**src/rtl/mult_arbiter.sv**
```systemverilog
// mult_arbiter: round-robin front end for one shared pipelined unsigned
// multiplier. Each cycle it grants one requester and registers that
// requester's operands onto the multiplier inputs. A tag pipeline follows the
// products through the multiplier so each one goes back to its owner.
module mult_arbiter #(
  parameter int M    = 12,  // operand width, same as the multiplier's m
  parameter int NREQ = 4,   // number of requesters, 2..8
  parameter int LAT  = 1    // multiplier latency from a/b change to product
) (
  input  logic                clk,
  input  logic                rst_n,
  input  logic [NREQ-1:0]     req_valid,
  input  logic [NREQ*M-1:0]   req_a,
  input  logic [NREQ*M-1:0]   req_b,
  output logic [NREQ-1:0]     req_ready,
  output logic [NREQ-1:0]     res_valid,
  output logic [2*M-1:0]      res_data,
  output logic                busy,
  output logic [M-1:0]        mul_a,
  output logic [M-1:0]        mul_b,
  input  logic [2*M-1:0]      mul_p
);

  localparam int PW = $clog2(NREQ);

  // Round-robin pointer: the requester that has first priority this cycle.
  logic [PW-1:0]   ptr_q, ptr_d;

  // Arbitration result for the current cycle.
  logic [NREQ-1:0] grant;
  logic [PW-1:0]   grant_idx;
  logic            xfer;

  // Operands of the winning requester.
  logic [M-1:0]    sel_a, sel_b;
  logic [M-1:0]    mul_a_q, mul_a_d;
  logic [M-1:0]    mul_b_q, mul_b_d;

  // Tag pipeline. Stage 0 lines up with the registered operands, and stage
  // LAT lines up with the matching product on mul_p.
  logic [LAT:0]    tag_vld_q, tag_vld_d;
  logic [NREQ-1:0] tag_own_q [LAT+1];
  logic [NREQ-1:0] tag_own_d [LAT+1];

  logic [NREQ-1:0] res_valid_q, res_valid_d;
  logic [2*M-1:0]  res_data_q, res_data_d;

  // Scan the requests from the pointer upward, wrapping at NREQ. The first
  // active request wins.
  always_comb begin : arb
    logic [PW:0] cand;
    grant     = '0;
    grant_idx = '0;
    xfer      = 1'b0;
    cand      = '0;
    for (int k = 0; k < NREQ; k++) begin
      cand = {1'b0, ptr_q} + (PW+1)'(k);
      if (cand >= (PW+1)'(NREQ)) begin
        cand = cand - (PW+1)'(NREQ);
      end
      if (!xfer && req_valid[cand[PW-1:0]]) begin
        xfer      = 1'b1;
        grant_idx = cand[PW-1:0];
      end
    end
    if (xfer) begin
      grant[grant_idx] = 1'b1;
    end
  end

  // Select the winner's operands. On a grant, move the pointer to the
  // requester after the winner. With no grant, the pointer and operands hold.
  always_comb begin
    sel_a = '0;
    sel_b = '0;
    for (int i = 0; i < NREQ; i++) begin
      if (grant[i]) begin
        sel_a = req_a[i*M +: M];
        sel_b = req_b[i*M +: M];
      end
    end
    mul_a_d = xfer ? sel_a : mul_a_q;
    mul_b_d = xfer ? sel_b : mul_b_q;
    ptr_d   = ptr_q;
    if (xfer) begin
      ptr_d = (grant_idx == PW'(NREQ - 1)) ? '0 : grant_idx + PW'(1);
    end
  end

  // Shift the tag pipeline every cycle. It never stalls, so stage 0 is
  // invalid on any cycle without a transfer.
  always_comb begin
    tag_vld_d[0] = xfer;
    tag_own_d[0] = grant;
    for (int s = 1; s <= LAT; s++) begin
      tag_vld_d[s] = tag_vld_q[s-1];
      tag_own_d[s] = tag_own_q[s-1];
    end
  end

  // Capture the product when the last tag stage is valid. Otherwise drop the
  // strobe and keep the previous data.
  always_comb begin
    res_valid_d = '0;
    res_data_d  = res_data_q;
    if (tag_vld_q[LAT]) begin
      res_valid_d = tag_own_q[LAT];
      res_data_d  = mul_p;
    end
  end

  // State registers. Reset discards every in-flight tag.
  always_ff @(posedge clk or negedge rst_n) begin
    if (!rst_n) begin
      ptr_q       <= '0;
      mul_a_q     <= '0;
      mul_b_q     <= '0;
      tag_vld_q   <= '0;
      res_valid_q <= '0;
      res_data_q  <= '0;
      for (int s = 0; s <= LAT; s++) begin
        tag_own_q[s] <= '0;
      end
    end else begin
      ptr_q       <= ptr_d;
      mul_a_q     <= mul_a_d;
      mul_b_q     <= mul_b_d;
      tag_vld_q   <= tag_vld_d;
      res_valid_q <= res_valid_d;
      res_data_q  <= res_data_d;
      for (int s = 0; s <= LAT; s++) begin
        tag_own_q[s] <= tag_own_d[s];
      end
    end
  end

  assign req_ready = grant;
  assign mul_a     = mul_a_q;
  assign mul_b     = mul_b_q;
  assign res_valid = res_valid_q;
  assign res_data  = res_data_q;
  assign busy      = |tag_vld_q;

endmodule

```
**config.mk**
```make
export PLATFORM = sky130hd
export DESIGN_NAME = mult_arbiter
export DESIGN_NICKNAME = d
export VERILOG_FILES = /design/src/rtl/mult_arbiter.sv
export SDC_FILE = /design/constraint.sdc
export NUM_CORES = 1
export LEC_CHECK = 0
export CORE_UTILIZATION = 42
export CTS_BUF_LIST = sky130_fd_sc_hd__clkbuf_4 sky130_fd_sc_hd__clkbuf_8 sky130_fd_sc_hd__clkbuf_16
export CTS_CLUSTER_SIZE = 40
export DETAILED_ROUTE_END_ITERATION = 10
export PLACE_DENSITY_LB_ADDON = 0.08
export SYNTH_ARGS = -nofsm -noshare
export SYNTH_HDL_FRONTEND = slang
export SYNTH_SLANG_ARGS = --single-unit
```
**constraint.sdc**
```tcl
create_clock -name clk -period 8.3 [get_ports clk]
set_clock_uncertainty 0.2 [all_clocks]
set_input_delay 1.66 -clock clk [delete_from_list [all_inputs] [get_ports clk]]
set_output_delay 1.66 -clock clk [all_outputs]
set_load 0.01 [all_outputs]
```
# After elaboration in Yosys (flattened, before gate mapping)

Index checks and enable logic that the tools add are counted.
W data, S select, Z words.

Add/subtract/negate cells: 8
Multipliers: 0
Bitwise operators: 0
Shifts and indexed selects: 0
Mux-type cells: 33
Equality and inequality tests: 1
Magnitude comparators: 10
Reductions and logical operators: 8
Div/mod/pow operators: 0

Operators with widths:

| kind                  | number |
|---|---|
| $mux W12              | 8 |
| $mux W2               | 9 |
| $lt A2 B3 Y1 const B  | 5 |
| $ge A3 B3 Y1 const B  | 3 |
| $mux W1               | 9 |
| $bmux W1 S2           | 4 |
| $mux W4               | 2 |
| $sub A2 B1 Y2 const B | 4 |
| $add A2 B2 Y3 const B | 2 |
| $logic_and A1 B1 Y1   | 4 |
| $add A2 B1 Y3 const B | 1 |
| $ge A2 B3 Y1 const B  | 1 |
| $logic_not A1 Y1      | 3 |
| $add A2 B1 Y2 const B | 1 |
| $demux W1 S2          | 1 |
| $eq A2 B2 Y1 const B  | 1 |
| $ge A2 B1 Y1 const B  | 1 |
| $reduce_or A2 Y1      | 1 |

Memories kept: 0
Bits of input ports: 126
Memory bits (writable): 0
Bits in read-only memories: 0
Word-level logic and storage cells: 68
Latch bits: 0
Register bits after elaboration: 64
Output and inout bits: 57

# Logic depth before layout (Yosys ltp)

Gate-level depths: netlist of the first run.

Depth in word-level cells: 23
Gate-level depth with buffers: 10

# Least setup slack after synthesis of the first run

No wires, ideal clock.

Kind: input port to output port
From: input req_valid[0]
To: output req_ready[2]
Data required time: 6.440 ns
Stages on the path: 9
Arrival: 3.597 ns
Path slack: 2.843 ns
Cell sequence: or4_4 buf_6 buf_6 o2111ai_2 ha_1 buf_2 clkbuf_1 and2_1 buf_4

RTL lines:

| item               | line | RTL |
|---|---|---|
| start: declaration | 12   | `input logic [NREQ-1:0] req_valid,` |
| end: declaration   | 15   | `output logic [NREQ-1:0] req_ready,` |

# Final worst setup path of the first run

From: input req_valid[0]
To: output req_ready[2]

Longest elaborated chain between the ends: 17
Elaborated cells on any way between the ends: 28
Classes of those cells: order compare (2); mux (19); reduce/logical (7)

Ends and longest elaborated chain:

| item                                                                      | line | RTL |
|---|---|---|
| $bmux W1 S2                                                               | 61   | `if (!xfer && req_valid[cand[PW-1:0]]) begin` |
| $mux W1 (not written as such)                                             | 61   |  |
| $mux W1                                                                   | 61   |  |
| $logic_not A1 Y1                                                          | 61   |  |
| $logic_and A1 B1 Y1                                                       | 61   |  |
| $mux W1                                                                   | 61   |  |
| $logic_not A1 Y1                                                          | 61   |  |
| $logic_and A1 B1 Y1                                                       | 61   |  |
| $mux W1                                                                   | 61   |  |
| $logic_not A1 Y1                                                          | 61   |  |
| $logic_and A1 B1 Y1                                                       | 61   |  |
| $mux W2                                                                   | 61   |  |
| $lt A2 B3 Y1 (not written as such) / $ge A2 B1 Y1 (equally long branches) | 67   | `grant[grant_idx] = 1'b1;` |
| $logic_and A1 B1 Y1 (not written as such)                                 | 67   |  |
| $mux W1 (not written as such)                                             | 67   |  |
| $demux W1 S2                                                              | 67   |  |
| $mux W4 *                                                                 | 66   | `if (xfer) begin` |

Every way passes the cells marked *; elsewhere a longest branch is shown, timed or not. The select of a mux whose other input is x is not followed.

==> results.sh, run 1 <==
export IMPL_p_seq_frac=0.311
export IMPL_synth_seq_cells=64
export IMPL_rsz0062_at_grt="false"
export IMPL_routed_via_density=5.16
export IMPL_critical_path_class="in2out"
export IMPL_reg2reg_from="ptr_q[1]$_DFFE_PN0P_"
export IMPL_start_kind="input port"
export IMPL_worst_path_buf_inv=3
export IMPL_drive_gt1_frac=0.105
export IMPL_grt_max_degree=65
export IMPL_drc=0
export IMPL_path_clk_slew_ns=0.08
export IMPL_cpMostUsedCell="clkdlybuf4s50_1"
export IMPL_final_util=0.720
export IMPL_syn_nets=447
export IMPL_finalCriticalPeriod_ns=6.52
export IMPL_synth_seq_area_share=0.488
export IMPL_cts_htree_levels=3
export IMPL_yosysUniqueCellTypes=27
export IMPL_hold_viol=0
export IMPL_crit_path_max_incr_delay_ns=0.84
export IMPL_crit_family="buffers and inverters"
export IMPL_grt_ovfl_total=0
export IMPL_portBuffers=182
export IMPL_area_growth_pct=62.7
export IMPL_root_buffer="clkbuf_8"
export IMPL_cts_hold_buf=0
export IMPL_slew_headroom=0.303
export IMPL_clkSinkCount=64
export IMPL_r2r_cells=6
export IMPL_ys_warn_count=0
export IMPL_async_reset_ff_frac=1.00
export IMPL_crit_arrival_ns=4.66
export IMPL_die_y_um=90.4
export IMPL_fillers=564
export IMPL_num_vias=3031
export IMPL_ys_flop_type="dfrtp_1"
export IMPL_clock_latency_ns=0.34
export IMPL_cts_tree="yes"
export IMPL_synth_cells=317
export IMPL_cts_buffers=9
export IMPL_outcome="completed"
export IMPL_finalSetupTns_ns=0
export IMPL_core_rowCount=31
export IMPL_tightest_slew_ns=1.05
export IMPL_slowest_stage="or4_4"
export IMPL_synth_top_area_cell="dfrtp_1"
export IMPL_initial_utilization=0.443
export IMPL_min_path_type="reg2reg"
export IMPL_max_freq_mhz=153
export IMPL_design_core_area_um2=7410
export IMPL_first_pass_iters=4
export IMPL_yosysMostFrequentCell="dfrtp_1"
export IMPL_syn_mean_instance_area_um2=10.3
export IMPL_post_cts_buffers=0
export IMPL_endpoint_kind="primary output"
export IMPL_min_period_over_period=0.786
export IMPL_hpwlAfterDp_mm=6.39
export IMPL_worstPathRequired_ns=6.44
export IMPL_antenna_cells=0
export IMPL_wl_mm=8.86
export IMPL_swShare=0.325
export IMPL_drv_slew=0
export IMPL_synth_top_cells_by_count="dfrtp_1, nand2_1, nand3b_1"
export IMPL_p_total_mw=1.48
export IMPL_rrSetupSlack_ns=5.63
export IMPL_hold_start="tag_own_d[0]$_DFF_PN0_"
export IMPL_fin_nets=613
export IMPL_synth_top_cell_area_share=0.488
export IMPL_hold_path_depth=0
export IMPL_grt_pass1_wl_mm=13.9
export IMPL_comb_power_share=0.463
export IMPL_finalSetupViolCount=0
export IMPL_p_clk_frac=0.226
export IMPL_detailedRoute_firstIterationViolations=78
export IMPL_worstPathMaxFanout=56
export IMPL_drtAntennaViolNets=0
export IMPL_crit_chain="clkdlybuf4s50_1 > or4_4 > o2111ai_2 > ha_2 > buf_4 > and2_1 > clkdlybuf4s50_1"
export IMPL_dieWidth_um=90.4
export IMPL_io_pins=183
export IMPL_p_int_mw=0.999
export IMPL_place_ws_ns=1.79
export IMPL_p_switching_mw=0.482
export IMPL_gp_congestion=0.757
export IMPL_pwr_density_cell_nw_per_um2=277
export IMPL_die_area_um2=8170
export IMPL_synth_edf_count=0
export IMPL_antenna_found_initial=0
export IMPL_syn_cell_area_um2=3280
export IMPL_worst_slack_ns=1.78
export IMPL_r2r_end="mul_b[9]$_DFFE_PN0P_"
export IMPL_grt_usage=0.216
export IMPL_maxCapViolations=0
export IMPL_whs_endpoint="tag_own_q[0]$_DFF_PN0_"
export IMPL_synthTopCellsByArea="dfrtp_1, mux2_2, a221oi_1"
export IMPL_power_leakage_nw=2.31
export IMPL_post_cts_resize_count=0
export IMPL_grt_pass1_vias=2932
export IMPL_peakVddDrop_mv=0.188
export IMPL_cts_buffer_depth=2
export IMPL_wire_per_inst_um=15.1
==> cell usage in the layout, fill, tap and decap left out, types with 2 or more instances in the layout <==
master / instances
clkinv_4: 3
inv_1: 24
mux2_2: 24
o22a_1: 24
nand2_1: 50
clkdlybuf4s50_1: 181
dfrtp_1: 64
a21oi_1: 24
and2_1: 8
clkbuf_8: 10
buf_4: 4
nand3b_1: 26
a221oi_1: 25
nand2b_1: 2
bufinv_16: 3
ha_1: 2
ha_2: 2
==> layer usage <==
| layer | wire (µm) | vias up | global-route usage |
|---|---|---|---|
| li1 | - | 1455 | - |
| met5 | 0 | - | 0 |
| met3 | 619 | 11 | 0.0589 |
| met4 | 102 | 0 | 0.0538 |
| met1 | 3570 | 1448 | 0.242 |
| met2 | 4560 | 117 | 0.404 |
==> power groups by stage <==
stage / combinational, mW / clock, mW / sequential, mW
after floorplan: 0.371 / 0 / 0.493
after global placement: 0.676 / 0 / 0.462
after detailed placement: 0.692 / 0 / 0.467
after CTS: 0.693 / 0.340 / 0.462
after global routing: 0.744 / 0.356 / 0.474
final: 0.686 / 0.334 / 0.461
==> worst register-to-register path, stage by stage, from the launching register on <==
cell and delay [ns]:
dfrtp_1 0.47, nand3b_1 0.12, o21ai_0 0.13, a221oi_1 0.39
ha_2 0.85, a221oi_1 0.15, o22a_1 0.23
==> how the worst max path moves through the flow <==
| stage | to | slack (ns) | start | cells after the start |
|---|---|---|---|---|
| floorplan | req_ready[2] | 2.84 | req_valid[0] | 9 |
| global placement | req_ready[2] | 1.85 | req_valid[0] | 7 |
| detailed placement | req_ready[2] | 1.79 | req_valid[0] | 7 |
| CTS | req_ready[2] | 1.79 | req_valid[0] | 7 |
| global route | req_ready[2] | 1.66 | req_valid[0] | 7 |
| finish | req_ready[2] | 1.78 | req_valid[0] | 7 |
==> cell type report <==
| cell class | instances | area (µm²) | share of cell area |
|---|---|---|---|
| Clock buffer | 10 | 138 | 0.0258 |
| Clock inverter | 6 | 116 | 0.0218 |
| Inverter | 24 | 90.1 | 0.0169 |
| Multi-Input combinational cell | 198 | 1420 | 0.266 |
| Sequential cell | 64 | 1600 | 0.300 |
| Tap cell | 99 | 124 | 0.0232 |
| Timing Repair Buffer | 186 | 1850 | 0.346 |
==> sequential cells by signal, indices dropped and copies added (netlist names) <==
name       cells
res_data      24
mul_a         12
mul_b         12
res_valid      4
tag_own_d      4
tag_own_q      4
ptr_q          2
tag_vld_q      2
==> per-stage QoR <==
stage / hold WS (ns) / instances / area [µm²]
6_report: 0.158 / 587 / 5340
5_1_grt: 0.161 / 587 / 5340
4_1_cts: 0.161 / 587 / 5340
3_5_place_dp: 0.135 / 571 / 5080
3_3_place_gp: 0.135 / 571 / 5080
2_1_floorplan: 0.131 / 317 / 3280
==> kinds of logic after synthesis <==
family                   count (synthesis)  synth area share
buffers and inverters                   55            0.0805
flip-flops                              64             0.488
AO/OA/AOI/OAI                           78             0.182
adder cells (fa/ha/maj)                  4            0.0153
multiplexers                            26            0.0900
AND/OR/NAND/NOR                         90             0.144
Power figures use the tool's default switching activity.
==> run 2: changes to the inputs <==
--- a/config.mk
+++ b/config.mk
@@ -5,7 +5,7 @@
 export SDC_FILE = /design/constraint.sdc
 export NUM_CORES = 1
 export LEC_CHECK = 0
-export CORE_UTILIZATION = 42
+export CORE_UTILIZATION = 35
 export CTS_BUF_LIST = sky130_fd_sc_hd__clkbuf_4 sky130_fd_sc_hd__clkbuf_8 sky130_fd_sc_hd__clkbuf_16
 export CTS_CLUSTER_SIZE = 40
 export DETAILED_ROUTE_END_ITERATION = 10
==> constraint.sdc (replaced) <==
create_clock -name clk -period 5.6 [get_ports clk]
set_clock_uncertainty 0.2 [all_clocks]
set_input_delay 1.12 -clock clk [delete_from_list [all_inputs] [get_ports clk]]
set_output_delay 1.12 -clock clk [all_outputs]
set_load 0.01 [all_outputs]
==> run 2 against run 1 <==
  * Clock power up 6.6%
  * Design area down 0.91%
  * Die area up 20%
  * Combinational power up 50%
  * Non-clock buffer count up 2
  * Critical path type unchanged
  * Sequential share of layout area up 0.28 points
  * Worst setup slack worse by 0.94 ns
  * Register-to-register slack worse by 2.7 ns
  * First-iteration DRC count up 1.3%
  * Sequential power up 48%
  * Total power up 39%
==> results.sh, run 2 (synthesis results as in run 1) <==
export IMPL_antenna_cells=0
export IMPL_design_core_area_um2=8890
export IMPL_critical_path_class="in2out"
export IMPL_hold_start="tag_own_d[0]$_DFF_PN0_"
export IMPL_power_leakage_nw=2.28
export IMPL_grt_pass1_wl_mm=14.2
export IMPL_die_y_um=98.8
export IMPL_finalSetupViolCount=0
export IMPL_maxCapViolations=0
export IMPL_rsz0062_at_grt="false"
export IMPL_whs_endpoint="tag_own_q[0]$_DFF_PN0_"
export IMPL_rrSetupSlack_ns=2.90
export IMPL_io_pins=183
export IMPL_cts_htree_levels=3
export IMPL_placedCellCount=582
export IMPL_r2r_cells=8
export IMPL_crit_chain="clkdlybuf4s50_1 > or4_4 > o2111a_1 > ha_1 > and2_1 > clkdlybuf4s50_1"
export IMPL_hold_path_depth=0
export IMPL_crit_arrival_ns=3.44
export IMPL_final_util=0.595
export IMPL_finalCriticalPeriod_ns=4.76
export IMPL_cts_tree="yes"
export IMPL_endpoint_kind="primary output"
export IMPL_layout_common_cells="clkdlybuf4s50_1, dfrtp_1, nand2_1"
export IMPL_area_growth_pct=61.2
export IMPL_hold_viol=0
export IMPL_tightest_slew_ns=1.03
export IMPL_first_pass_iters=4
export IMPL_grt_usage=0.188
export IMPL_crit_path_max_incr_delay_ns=0.68
export IMPL_drv_slew=0
export IMPL_final_cells=598
export IMPL_final_common_cell="clkdlybuf4s50_1"
export IMPL_cts_buffers=9
export IMPL_drive_gt1_frac=0.108
export IMPL_start_kind="input port"
export IMPL_fin_nets=615
export IMPL_clkSinkCount=64
export IMPL_slowest_stage="or4_4"
export IMPL_die_area_um2=9760
export IMPL_hpwlAfterDp_mm=6.55
export IMPL_wl_mm=9.16
export IMPL_detailedRoute_firstIterationViolations=79
export IMPL_post_cts_buffers=0
export IMPL_cts_hold_buf=0
export IMPL_wire_per_inst_um=15.3
export IMPL_slew_headroom=0.313
export IMPL_portBuffers=182
export IMPL_pwr_density_cell_nw_per_um2=390
export IMPL_grt_pass1_vias=2941
export IMPL_largest_reg_flops=24
export IMPL_dieWidth_um=98.8
export IMPL_r2r_end="mul_a[2]$_DFFE_PN0P_"
export IMPL_min_period_over_period=0.850
export IMPL_grt_ovfl_total=0
export IMPL_reg2reg_from="ptr_q[0]$_DFFE_PN0P_"
export IMPL_peakVddDrop_mv=0.224
export IMPL_worstPathMaxFanout=18
export IMPL_gp_congestion=0.807
export IMPL_min_path_type="reg2reg"
export IMPL_cpMostUsedCell="clkdlybuf4s50_1"
export IMPL_drc=0
export IMPL_core_rowCount=34
export IMPL_worst_path_buf_inv=2
export IMPL_max_freq_mhz=210
export IMPL_finalSetupTns_ns=0
export IMPL_crit_family="buffers and inverters"
export IMPL_root_buffer="clkbuf_8"
export IMPL_initial_utilization=0.369
export IMPL_post_cts_resize_count=0
export IMPL_path_clk_slew_ns=0.08
export IMPL_antenna_found_initial=0
export IMPL_drtAntennaViolNets=0
export IMPL_clock_latency_ns=0.33
export IMPL_outcome="completed"
export IMPL_worstPathRequired_ns=4.28
export IMPL_routed_via_density=5.07
export IMPL_cts_buffer_depth=2
export IMPL_num_vias=3032
export IMPL_grt_max_degree=65
-- run 2: cell count changes in the layout (fill, tap and decap cells not counted), sizes merged --
cell	change
clkinvlp	+2
clkbuf	-1
bufinv	-3
buf	+2
inv	+2
-- run 2: power breakdown --
| part | internal (mW) | switching, mW | leakage (nW) |
|---|---|---|---|
| Combinational | 0.567 | 0.461 | 1.42 |
| Sequential | 0.605 | 0.0748 | 0.772 |
| Clock | 0.164 | 0.192 | 0.0862 |
| Total | 1.34 | 0.728 | 2.28 |
-- run 2: worst register-to-register path: cells and delay by family (launching register included) --
family / cells / cell delay, ns
compound gates: 4 / 1.07
simple gates: 2 / 0.20
buf+inv: 1 / 0.42
flops: 1 / 0.45
fa+ha+maj: 1 / 0.28
-- run 2: metal layers --
layer  wire length (µm)  track usage  up-vias
li1                   -            -     1460
met1               3780        0.223     1432
met2               4450        0.321      129
met3                770       0.0539       11
met4                155       0.0792        0
met5                  0            0        -
-- run 2: worst max-delay path by stage --
stage / start / to / depth (start not counted)
after floorplan: req_valid[0] / req_ready[2] / 9
after global routing: req_valid[0] / req_ready[2] / 6
after global placement: req_valid[0] / req_ready[1] / 6
after detailed placement: req_valid[0] / req_ready[2] / 6
after CTS: req_valid[0] / req_ready[2] / 6
final: req_valid[0] / req_ready[1] / 6
-- run 2: metrics by stage --
step / cell area [µm²] / power [mW] / hold WS (ns) / setup WS, ns
after floorplan: 3280 / 1.28 / 0.131 / 1.22
after global placement: 5110 / 1.71 / 0.147 / 0.883
after detailed placement: 5110 / 1.73 / 0.138 / 0.832
after CTS: 5290 / 2.10 / 0.149 / 0.834
after global routing: 5290 / 2.21 / 0.154 / 0.743
final: 5290 / 2.06 / 0.151 / 0.842
-- run 2: cell type report --
| cell class | instances | area [µm²] |
|---|---|---|
| Tap cell | 108 | 135 |
| Clock inverter | 7 | 55.1 |
| Sequential cell | 64 | 1600 |
| Timing Repair Buffer | 188 | 1860 |
| Inverter | 24 | 90.1 |
| Fill cell | 805 | 3600 |
| Multi-Input combinational cell | 198 | 1420 |
| Clock buffer | 9 | 124 |
